## src/rtl/alu_arbiter.sv

```systemverilog
// Round-robin arbiter that shares one 8-bit ALU between NREQ requesters.
//
// A winner's FunSel/A/B are registered onto the ALU inputs. The arbiter then
// waits LAT clock edges for the ALU to settle, captures OutALU/ZCNO and returns
// them with a one-cycle DONE pulse to the owner. Arbitration also runs on the
// capture edge, so operations can issue back to back.
//
// Ports:
//   CLK, RST             clock, synchronous active-high reset
//   REQ                  per-requester request level
//   REQ_FUNSEL/A/B       packed per-requester operation fields
//   GNT                  one-hot pulse: request accepted, operands latched
//   DONE                 one-hot pulse: RES_OUT/RES_ZCNO valid for that requester
//   RES_OUT, RES_ZCNO    captured ALU result and {Z,C,N,O} flags
//   BUSY                 high whenever the FSM is not idle
//   ALU_A/B/FUNSEL       registered ALU inputs
//   ALU_OUT, ALU_ZCNO    ALU outputs
module alu_arbiter #(
  parameter int unsigned NREQ = 4,
  parameter int unsigned LAT  = 1
) (
  input  logic              CLK,
  input  logic              RST,
  input  logic [NREQ-1:0]   REQ,
  input  logic [4*NREQ-1:0] REQ_FUNSEL,
  input  logic [8*NREQ-1:0] REQ_A,
  input  logic [8*NREQ-1:0] REQ_B,
  output logic [NREQ-1:0]   GNT,
  output logic [NREQ-1:0]   DONE,
  output logic [7:0]        RES_OUT,
  output logic [3:0]        RES_ZCNO,
  output logic              BUSY,
  output logic [7:0]        ALU_A,
  output logic [7:0]        ALU_B,
  output logic [3:0]        ALU_FUNSEL,
  input  logic [7:0]        ALU_OUT,
  input  logic [3:0]        ALU_ZCNO
);

  localparam int unsigned IdxW = (NREQ > 1) ? $clog2(NREQ) : 1;
  localparam int unsigned CntW = $clog2(LAT + 1);

  typedef enum logic [1:0] {StIdle, StWait, StCapt} state_e;

  state_e            state_q, state_d;
  logic [IdxW-1:0]   rr_q, rr_d;
  logic [IdxW-1:0]   owner_q, owner_d;
  logic [CntW-1:0]   cnt_q, cnt_d;
  logic [NREQ-1:0]   gnt_q, gnt_d;
  logic [NREQ-1:0]   done_q, done_d;
  logic [7:0]        res_out_q, res_out_d;
  logic [3:0]        res_zcno_q, res_zcno_d;
  logic [7:0]        alu_a_q, alu_a_d;
  logic [7:0]        alu_b_q, alu_b_d;
  logic [3:0]        alu_fs_q, alu_fs_d;

  logic              win_found;
  logic [IdxW-1:0]   win_idx;
  logic [IdxW:0]     cand;
  logic [3:0]        win_fs;
  logic [7:0]        win_a;
  logic [7:0]        win_b;

  // First requester at or above the rr pointer, wrapping modulo NREQ.
  always_comb begin
    win_found = 1'b0;
    win_idx   = '0;
    cand      = '0;
    for (int unsigned k = 0; k < NREQ; k++) begin
      cand = {1'b0, rr_q} + (IdxW + 1)'(k);
      if (cand >= (IdxW + 1)'(NREQ)) begin
        cand = cand - (IdxW + 1)'(NREQ);
      end
      if (!win_found && REQ[cand[IdxW-1:0]]) begin
        win_found = 1'b1;
        win_idx   = cand[IdxW-1:0];
      end
    end
  end

  // Operand mux for the winner.
  always_comb begin
    win_fs = '0;
    win_a  = '0;
    win_b  = '0;
    for (int unsigned i = 0; i < NREQ; i++) begin
      if (win_idx == IdxW'(i)) begin
        win_fs = REQ_FUNSEL[4*i +: 4];
        win_a  = REQ_A[8*i +: 8];
        win_b  = REQ_B[8*i +: 8];
      end
    end
  end

  always_comb begin
    state_d    = state_q;
    rr_d       = rr_q;
    owner_d    = owner_q;
    cnt_d      = cnt_q;
    gnt_d      = '0;
    done_d     = '0;
    res_out_d  = res_out_q;
    res_zcno_d = res_zcno_q;
    alu_a_d    = alu_a_q;
    alu_b_d    = alu_b_q;
    alu_fs_d   = alu_fs_q;

    unique case (state_q)
      StIdle: ;
      StWait: begin
        cnt_d = cnt_q - CntW'(1);
        if (cnt_q == CntW'(1)) begin
          state_d = StCapt;
        end
      end
      StCapt: begin
        res_out_d       = ALU_OUT;
        res_zcno_d      = ALU_ZCNO;
        done_d[owner_q] = 1'b1;
        state_d         = StIdle;
      end
      default: state_d = StIdle;
    endcase

    // Arbitration shares the capture edge so operations can run back to back.
    if (state_q != StWait && win_found) begin
      alu_a_d        = win_a;
      alu_b_d        = win_b;
      alu_fs_d       = win_fs;
      owner_d        = win_idx;
      gnt_d[win_idx] = 1'b1;
      rr_d           = (win_idx == IdxW'(NREQ - 1)) ? '0 : win_idx + IdxW'(1);
      cnt_d          = CntW'(LAT);
      state_d        = StWait;
    end
  end

  always_ff @(posedge CLK) begin
    if (RST) begin
      state_q    <= StIdle;
      rr_q       <= '0;
      owner_q    <= '0;
      cnt_q      <= '0;
      gnt_q      <= '0;
      done_q     <= '0;
      res_out_q  <= '0;
      res_zcno_q <= '0;
      alu_a_q    <= '0;
      alu_b_q    <= '0;
      alu_fs_q   <= '0;
    end else begin
      state_q    <= state_d;
      rr_q       <= rr_d;
      owner_q    <= owner_d;
      cnt_q      <= cnt_d;
      gnt_q      <= gnt_d;
      done_q     <= done_d;
      res_out_q  <= res_out_d;
      res_zcno_q <= res_zcno_d;
      alu_a_q    <= alu_a_d;
      alu_b_q    <= alu_b_d;
      alu_fs_q   <= alu_fs_d;
    end
  end

  assign GNT        = gnt_q;
  assign DONE       = done_q;
  assign RES_OUT    = res_out_q;
  assign RES_ZCNO   = res_zcno_q;
  assign BUSY       = (state_q != StIdle);
  assign ALU_A      = alu_a_q;
  assign ALU_B      = alu_b_q;
  assign ALU_FUNSEL = alu_fs_q;

endmodule

```

## config.mk

```make
export PLATFORM = sky130hd
export DESIGN_NAME = alu_arbiter
export DESIGN_NICKNAME = d
export VERILOG_FILES = /design/src/rtl/alu_arbiter.sv
export SDC_FILE = /design/constraint.sdc
export NUM_CORES = 1
export LEC_CHECK = 0
export CAP_MARGIN = 0
export CORE_MARGIN = 1.5
export CORE_UTILIZATION = 40
export CTS_CLUSTER_SIZE = 8
export DETAILED_ROUTE_END_ITERATION = 6
export GPL_TIMING_DRIVEN = 0
export PLACE_DENSITY = 0.85
export SLEW_MARGIN = 5
export SYNTH_ARGS = -nofsm -noshare
export SYNTH_HDL_FRONTEND = slang
export SYNTH_SLANG_ARGS = --single-unit
```

## constraint.sdc

```tcl
create_clock -name CLK -period 4.2 [get_ports CLK]
set_clock_uncertainty 0.05 [all_clocks]
set_input_delay 0.42 -clock CLK [delete_from_list [all_inputs] [get_ports CLK]]
set_output_delay 0.42 -clock CLK [all_outputs]
set_load 0.005 [all_outputs]
```

* Word level (Yosys, flattened, before mapping)
Cells that the tools add are included.
** Storage, ports and cells
- Register bits :: 47
- Bits in latches :: 0
- Memory bits (writable) :: 0
- Memory bits (read-only) :: 0
- Output and inout bits :: 41
- Memories kept :: 0
** Operators by class
- Add/subtract/negate cells :: 9
- Multiply operators :: 0
- Divide/modulo/power cells :: 0
- Magnitude comparators :: 12
- Equal/unequal tests :: 9
- Shifts and indexed selects :: 0
- Muxes and demuxes :: 42
- Bitwise gates (word level) :: 3
- Reduce and logical (&&, ||, !) cells :: 18
** Operators with widths (number)
- 8-bit 2-to-1 mux :: 8
- 2-bit 2-to-1 mux :: 10
- 2-bit by 3-bit < comparator with 1-bit output, second input constant :: 6
- 4-bit 2-to-1 mux :: 4
- 1-bit 2-to-1 mux :: 13
- 3-bit greater-or-equal comparator, second input constant :: 3
- 1-bit binary-select mux with 2-bit select :: 4
- 2-bit by 1-bit subtractor with 2-bit output, second input constant :: 4
- 2-bit by 2-bit adder with 3-bit output, second input constant :: 2
- 2-bit == test, second input constant :: 3
- 1-bit logical AND :: 6
- 2-bit OR reduction :: 3
- 1-bit demux with 2-bit select :: 2
- 2-bit by 1-bit == test with 1-bit output, second input constant :: 2
- 2-bit by 1-bit greater-or-equal comparator with 1-bit output, second input constant :: 2
- 2-bit logical NOT :: 2
- 2-bit inequality test, second input constant :: 2
- 2-bit one-hot mux with 2 select lines :: 1
- 2-bit AND reduction :: 2
- 2-bit nonzero test :: 2
- 2-bit by 1-bit adder with 3-bit output, second input constant :: 1
- 2-bit by 3-bit greater-or-equal comparator with 1-bit output, second input constant :: 1
- 1-bit logical NOT :: 3
- 3-bit inequality test, second input constant :: 1
- 4 further kinds :: 6

* Longest topological paths before layout
- Depth in word-level cells :: 19
- Mapped depth :: 11
- Gate-level depth less buffers :: 9

* Worst setup path before layout
OpenSTA, ideal clock, no wires.
- Path type :: input port to flip-flop
- From :: in REQ[2]
- To :: reg alu_a_q[0] (netlist: ALU_A[0])
- Arrival time :: 1977 ps
- Data required time :: 4028 ps
- Slack :: 2051 ps
- Stages :: 10
- Path through :: inv_1 -> o22ai_1 -> o21ai_0 -> nand3_1 -> ha_1 -> nor2_1 -> buf_4 -> o211ai_1 -> o221ai_1 -> o22ai_1
** On the way
- Longest elaborated chain between the ends :: 17
- Elaborated cells between the ends (all ways) :: 31
- Those cells by class :: eq/ne: 3; mux: 20; reduce/logical: 8
** Ends and longest elaborated chain
- start: declaration :: line 24 : input logic [NREQ-1:0] REQ,
- 1-bit binary-select mux with 2-bit select :: line 74 : if (!win_found && REQ[cand[IdxW-1:0]]) begin
- 1-bit 2-to-1 mux (implied by the code) :: line 74
- 1-bit 2-to-1 mux :: line 74
- 1-bit logical NOT :: line 74
- 1-bit logical AND :: line 74
- 1-bit 2-to-1 mux :: line 74
- 1-bit logical NOT :: line 74
- 1-bit logical AND :: line 74
- 1-bit 2-to-1 mux :: line 74
- 1-bit logical NOT :: line 74
- 1-bit logical AND :: line 74
- 2-bit 2-to-1 mux :: line 74
- 2-bit logical NOT :: line 87 : if (win_idx == IdxW'(i)) begin
- 8-bit 2-to-1 mux (4 in a row) :: line 87
- end signal: assignment :: line 160 : alu_a_q <= alu_a_d;
- end: declaration :: line 53 : logic [7:0] alu_a_q, alu_a_d;
Parallel ways exist; a longest one is shown, timed or not. The select of a mux whose other input is x is not followed.
A chain may end at the register's enable or synchronous reset.

* Final worst setup path
- From :: in REQ[0]
- To :: reg alu_b_q[3] (netlist: ALU_B[3])
** On the way
- Longest elaborated chain between the ends :: 17
- Elaborated cells between the ends (all ways) :: 31
- Those cells by class :: eq/ne: 3; mux: 20; reduce/logical: 8
** Ends and longest elaborated chain
- 1-bit binary-select mux with 2-bit select :: line 74
- 1-bit 2-to-1 mux (implied by the code) :: line 74
- 1-bit 2-to-1 mux :: line 74
- 1-bit logical NOT :: line 74
- 1-bit logical AND :: line 74
- 1-bit 2-to-1 mux :: line 74
- 1-bit logical NOT :: line 74
- 1-bit logical AND :: line 74
- 1-bit 2-to-1 mux :: line 74
- 1-bit logical NOT :: line 74
- 1-bit logical AND :: line 74
- 2-bit 2-to-1 mux :: line 74
- 2-bit logical NOT :: line 87
- 8-bit 2-to-1 mux (4 in a row) :: line 87
- end signal: assignment :: line 161 : alu_b_q <= alu_b_d;
- end: declaration :: line 54 : logic [7:0] alu_b_q, alu_b_d;
Parallel ways exist; a longest one is shown, timed or not. The select of a mux whose other input is x is not followed.

==> impl_metrics.env <==
export IMPL_status="complete, no violations"
export IMPL_synth_cell_types=34
export IMPL_tightest_slew_ns=0.512
export IMPL_fin_ws_ns=1.36
export IMPL_setup_violations=0
export IMPL_hold_viol=0
export IMPL_crit_required_ns=4.34
export IMPL_dieArea_sq_mm=0.00607
export IMPL_slew_viol_final=0
export IMPL_cp_max_fo=10
export IMPL_yosys_area_share_simple_pct=21.7
export IMPL_grt_setup_unrepaired="no"
export IMPL_htreeDepth=2
export IMPL_synth_top_family_by_area="compound AO/OA/AOI/OAI gates"
export IMPL_n_antenna_cell=0
export IMPL_setup_tns_ns=0
export IMPL_final_layout_size_suffix_gt1_share_pct=7.62
export IMPL_period_share_pct=67.7
export IMPL_synth_fa_ha_area_share_pct=2.23
export IMPL_cp_cell_sequence="clkdlybuf4s50_1, inv_1, o22ai_1, o21ai_0, nand3_1, ha_1, nor2_1, buf_4, o211ai_1, o221ai_1, o22ai_1"
export IMPL_comb_power_share_pct=40.0
export IMPL_max_slew_margin_rel_pct=65.7
export IMPL_routed_via_density=5.26
export IMPL_cts_buffer_depth=2
export IMPL_core_sq_mm=0.00547
export IMPL_cts_buffers=5
export IMPL_worst_path_most_repeated_cell="o22ai_1"
export IMPL_ys_ff_latch=47
export IMPL_cts_hold_buf=0
export IMPL_endpoint_kind="flip-flop"
export IMPL_intPower_mw=0.911
export IMPL_synth_compound_area_share_pct=27.5
export IMPL_seqPwrFrac_pct=39.1
export IMPL_syn_nets=376
export IMPL_pre_cts_ws_ns=1.02
export IMPL_synth_mux_area_share_pct=0
export IMPL_instances_no_fill=492
export IMPL_synth_xor_area_share_pct=0
export IMPL_p_switching_mw=0.442
export IMPL_wl_um=7480
export IMPL_antenna_left=0
export IMPL_grt_pass1_wl_um=11800
export IMPL_critPathLaunchType="input pin"
export IMPL_wl_per_cell_um=15.2
export IMPL_start_util_pct=41.0
export IMPL_cts_tree="done"
export IMPL_power_frac_clock_pct=20.9
export IMPL_synthCells=274
export IMPL_firstDrtPassIters=4
export IMPL_yosys_warnings=0
export IMPL_dieWidth_um=77.9
export IMPL_worstHoldPathType="flip-flop to flip-flop"
export IMPL_synth_seq_area_share_pct=41.9
export IMPL_fmax_ghz=0.351
export IMPL_leakagePower_nw=1.39
export IMPL_max_stage_delay_ns=0.48
export IMPL_num_vias=2587
export IMPL_clock_latency_ns=0.31
export IMPL_final_nets=521
export IMPL_slowest_stage="clkdlybuf4s50_1"
export IMPL_fin_total_pwr_mw=1.35
export IMPL_first_global_vias=2464
export IMPL_crit_buf_inv=3
export IMPL_grt_start_max_net_pins=17
export IMPL_powerDensity_mw_per_mm2=355
export IMPL_syn_avg_cell_area_sq_um=8.20
export IMPL_cts_resized_gates=0
export IMPL_place_congestion=0.774
export IMPL_grt_overflow=0
export IMPL_post_cts_buffers=0
export IMPL_arrival_ns=2.98
export IMPL_cap_viol_max_count=0
export IMPL_port_buffers=138
export IMPL_path_class="input pin to flip-flop"
export IMPL_area_growth_pct=69.6
export IMPL_min_period_ns=2.84
export IMPL_drtIter0Drc=94
export IMPL_antenna_found_initial=0
export IMPL_peakVddDrop_mv=0.195
export IMPL_ioPinCount=139
export IMPL_drc_errors=0
export IMPL_cts_clk_slew_worst_paths_ns=0.09
export IMPL_syn_area_sq_mm=0.00225
export IMPL_dp_hpwl_um=5630
export IMPL_num_rows=27
export IMPL_clock_sinks=47
export IMPL_placedCellCount=484
export IMPL_track_usage_pct=24.5
export IMPL_die_y_um=77.9
export IMPL_p_sw_share_pct=32.7
export IMPL_cts_root_buf="clkbuf_8"
export IMPL_critical_path_top_delay_family="buffers and inverters"
layout by cell type (no fill, tap or decap), drive strengths merged:
cell,instances
a41o,1
a221oi,4
nand3,2
o32ai,4
nor3,1
a211oi,2
o221ai,17
a21o,1
nand2b,1
nor2b,3
and3,6
inv,7
nor4b,2
nor4,2
ha,4
o21ai,2
clkdlybuf4s50,138
or2,3
a311oi,1
clkinv,2
nor2,6
o211ai,16
and4,1
o22ai,22
nand3b,1
buf,15
clkbuf,12
nand2,82
dfxtp,47
a21oi,15
final timing paths:
kind                                   end       start  slack, ns  cells past startpoint
worst max-delay path              ALU_B[3]      REQ[0]       1.36                     11
worst min-delay path            RES_OUT[3]  RES_OUT[3]       0.41                      2
worst max register to register    ALU_B[3]     rr_q[0]       1.60                      9
worst min register to register  RES_OUT[3]  RES_OUT[3]       0.41                      2
cell type report:
type	count	area (sq um)
clock inverter	3	22.5
buffer	22	128
tap	72	90.1
inverter	6	22.5
multi-input combinational	199	1150
clock buffer	5	68.8
sequential	47	941
timing repair buffer	138	1380
fill	464	1660
cells in the mapped netlist:
cell type / number / share of area, %
and3_1: 6 / 1.7
buf_2: 9 / 2.0
dfxtp_1: 47 / 42
a41o_1: 1 / 0.45
buf_4: 3 / 1.0
inv_1: 6 / 1.0
clkbuf_1: 7 / 1.2
buf_6: 3 / 1.5
and4_1: 1 / 0.39
nor4_1: 1 / 0.28
nor4b_1: 2 / 0.78
nor2_1: 6 / 1.0
a21o_1: 1 / 0.33
o22ai_1: 22 / 6.1
o21ai_0: 2 / 0.45
o32ai_1: 2 / 0.78
o32ai_2: 2 / 1.4
o221ai_1: 17 / 6.6
nand2_2: 2 / 0.56
a211oi_1: 2 / 0.67
nor2b_1: 2 / 0.56
nor4_2: 1 / 0.56
nand2_1: 80 / 13
o211ai_1: 16 / 5.3
or2_2: 3 / 0.84
a221oi_1: 4 / 1.6
a311oi_1: 1 / 0.39
nand2b_1: 1 / 0.28
ha_1: 4 / 2.2
nand3b_1: 1 / 0.33
nor3_1: 1 / 0.22
nor2b_2: 1 / 0.39
nand3_1: 2 / 0.45
a21oi_1: 15 / 3.3
routing by layer:
| layer | GRT usage (%) | vias up | routed length, um |
|---|---|---|---|
| met5 | 0 | - | 0 |
| met4 | 7.68 | 0 | 83 |
| met2 | 42.6 | 100 | 3690 |
| met3 | 6.71 | 10 | 583 |
| li1 | - | 1287 | - |
| met1 | 29.2 | 1190 | 3120 |
through the flow:
step,util (%),area (sq um),hold slack [ns]
final,69.6,3810,0.408
after global routing,69.6,3810,0.426
after CTS,69.6,3810,0.409
after detailed placement,67.9,3720,0.398
after global placement,67.9,3720,0.392
after floorplan,-,2250,0.394
registers in the layout (all words and copies together), names as in the netlist:
name and cells:
ALU_A 8, owner_q 2, ALU_FUNSEL 4, ALU_B 8, rr_q 2, cnt_q 1
DONE 4, GNT 4, RES_OUT 8, RES_ZCNO 4, state_q 2
power groups by stage:
stage,Clock [mW],Sequential (mW),Combinational [mW]
after floorplan,0,0.539,0.275
after global placement,0,0.536,0.528
after detailed placement,0,0.538,0.542
after CTS,0.283,0.528,0.544
after global routing,0.306,0.535,0.594
final,0.283,0.529,0.542
cell families (layout without fill, tap and decap cells):
family,after synthesis,count (layout)
and+or+nand+nor,110,110
adders and majority gates,4,4
AOI/OAI and AO/OA,85,85
buffers and inverters,28,174
DFF,47,47
worst reg2reg max path, delay by kind of cell (launching register included):
kind | cells | cell delay [ns]
and+or+nand+nor | 2 | 0.61
buffers and inverters | 1 | 0.29
DFF | 1 | 0.43
adders and majority gates | 1 | 0.30
AOI/OAI and AO/OA | 5 | 0.82
(Power assumes the default switching activity.)
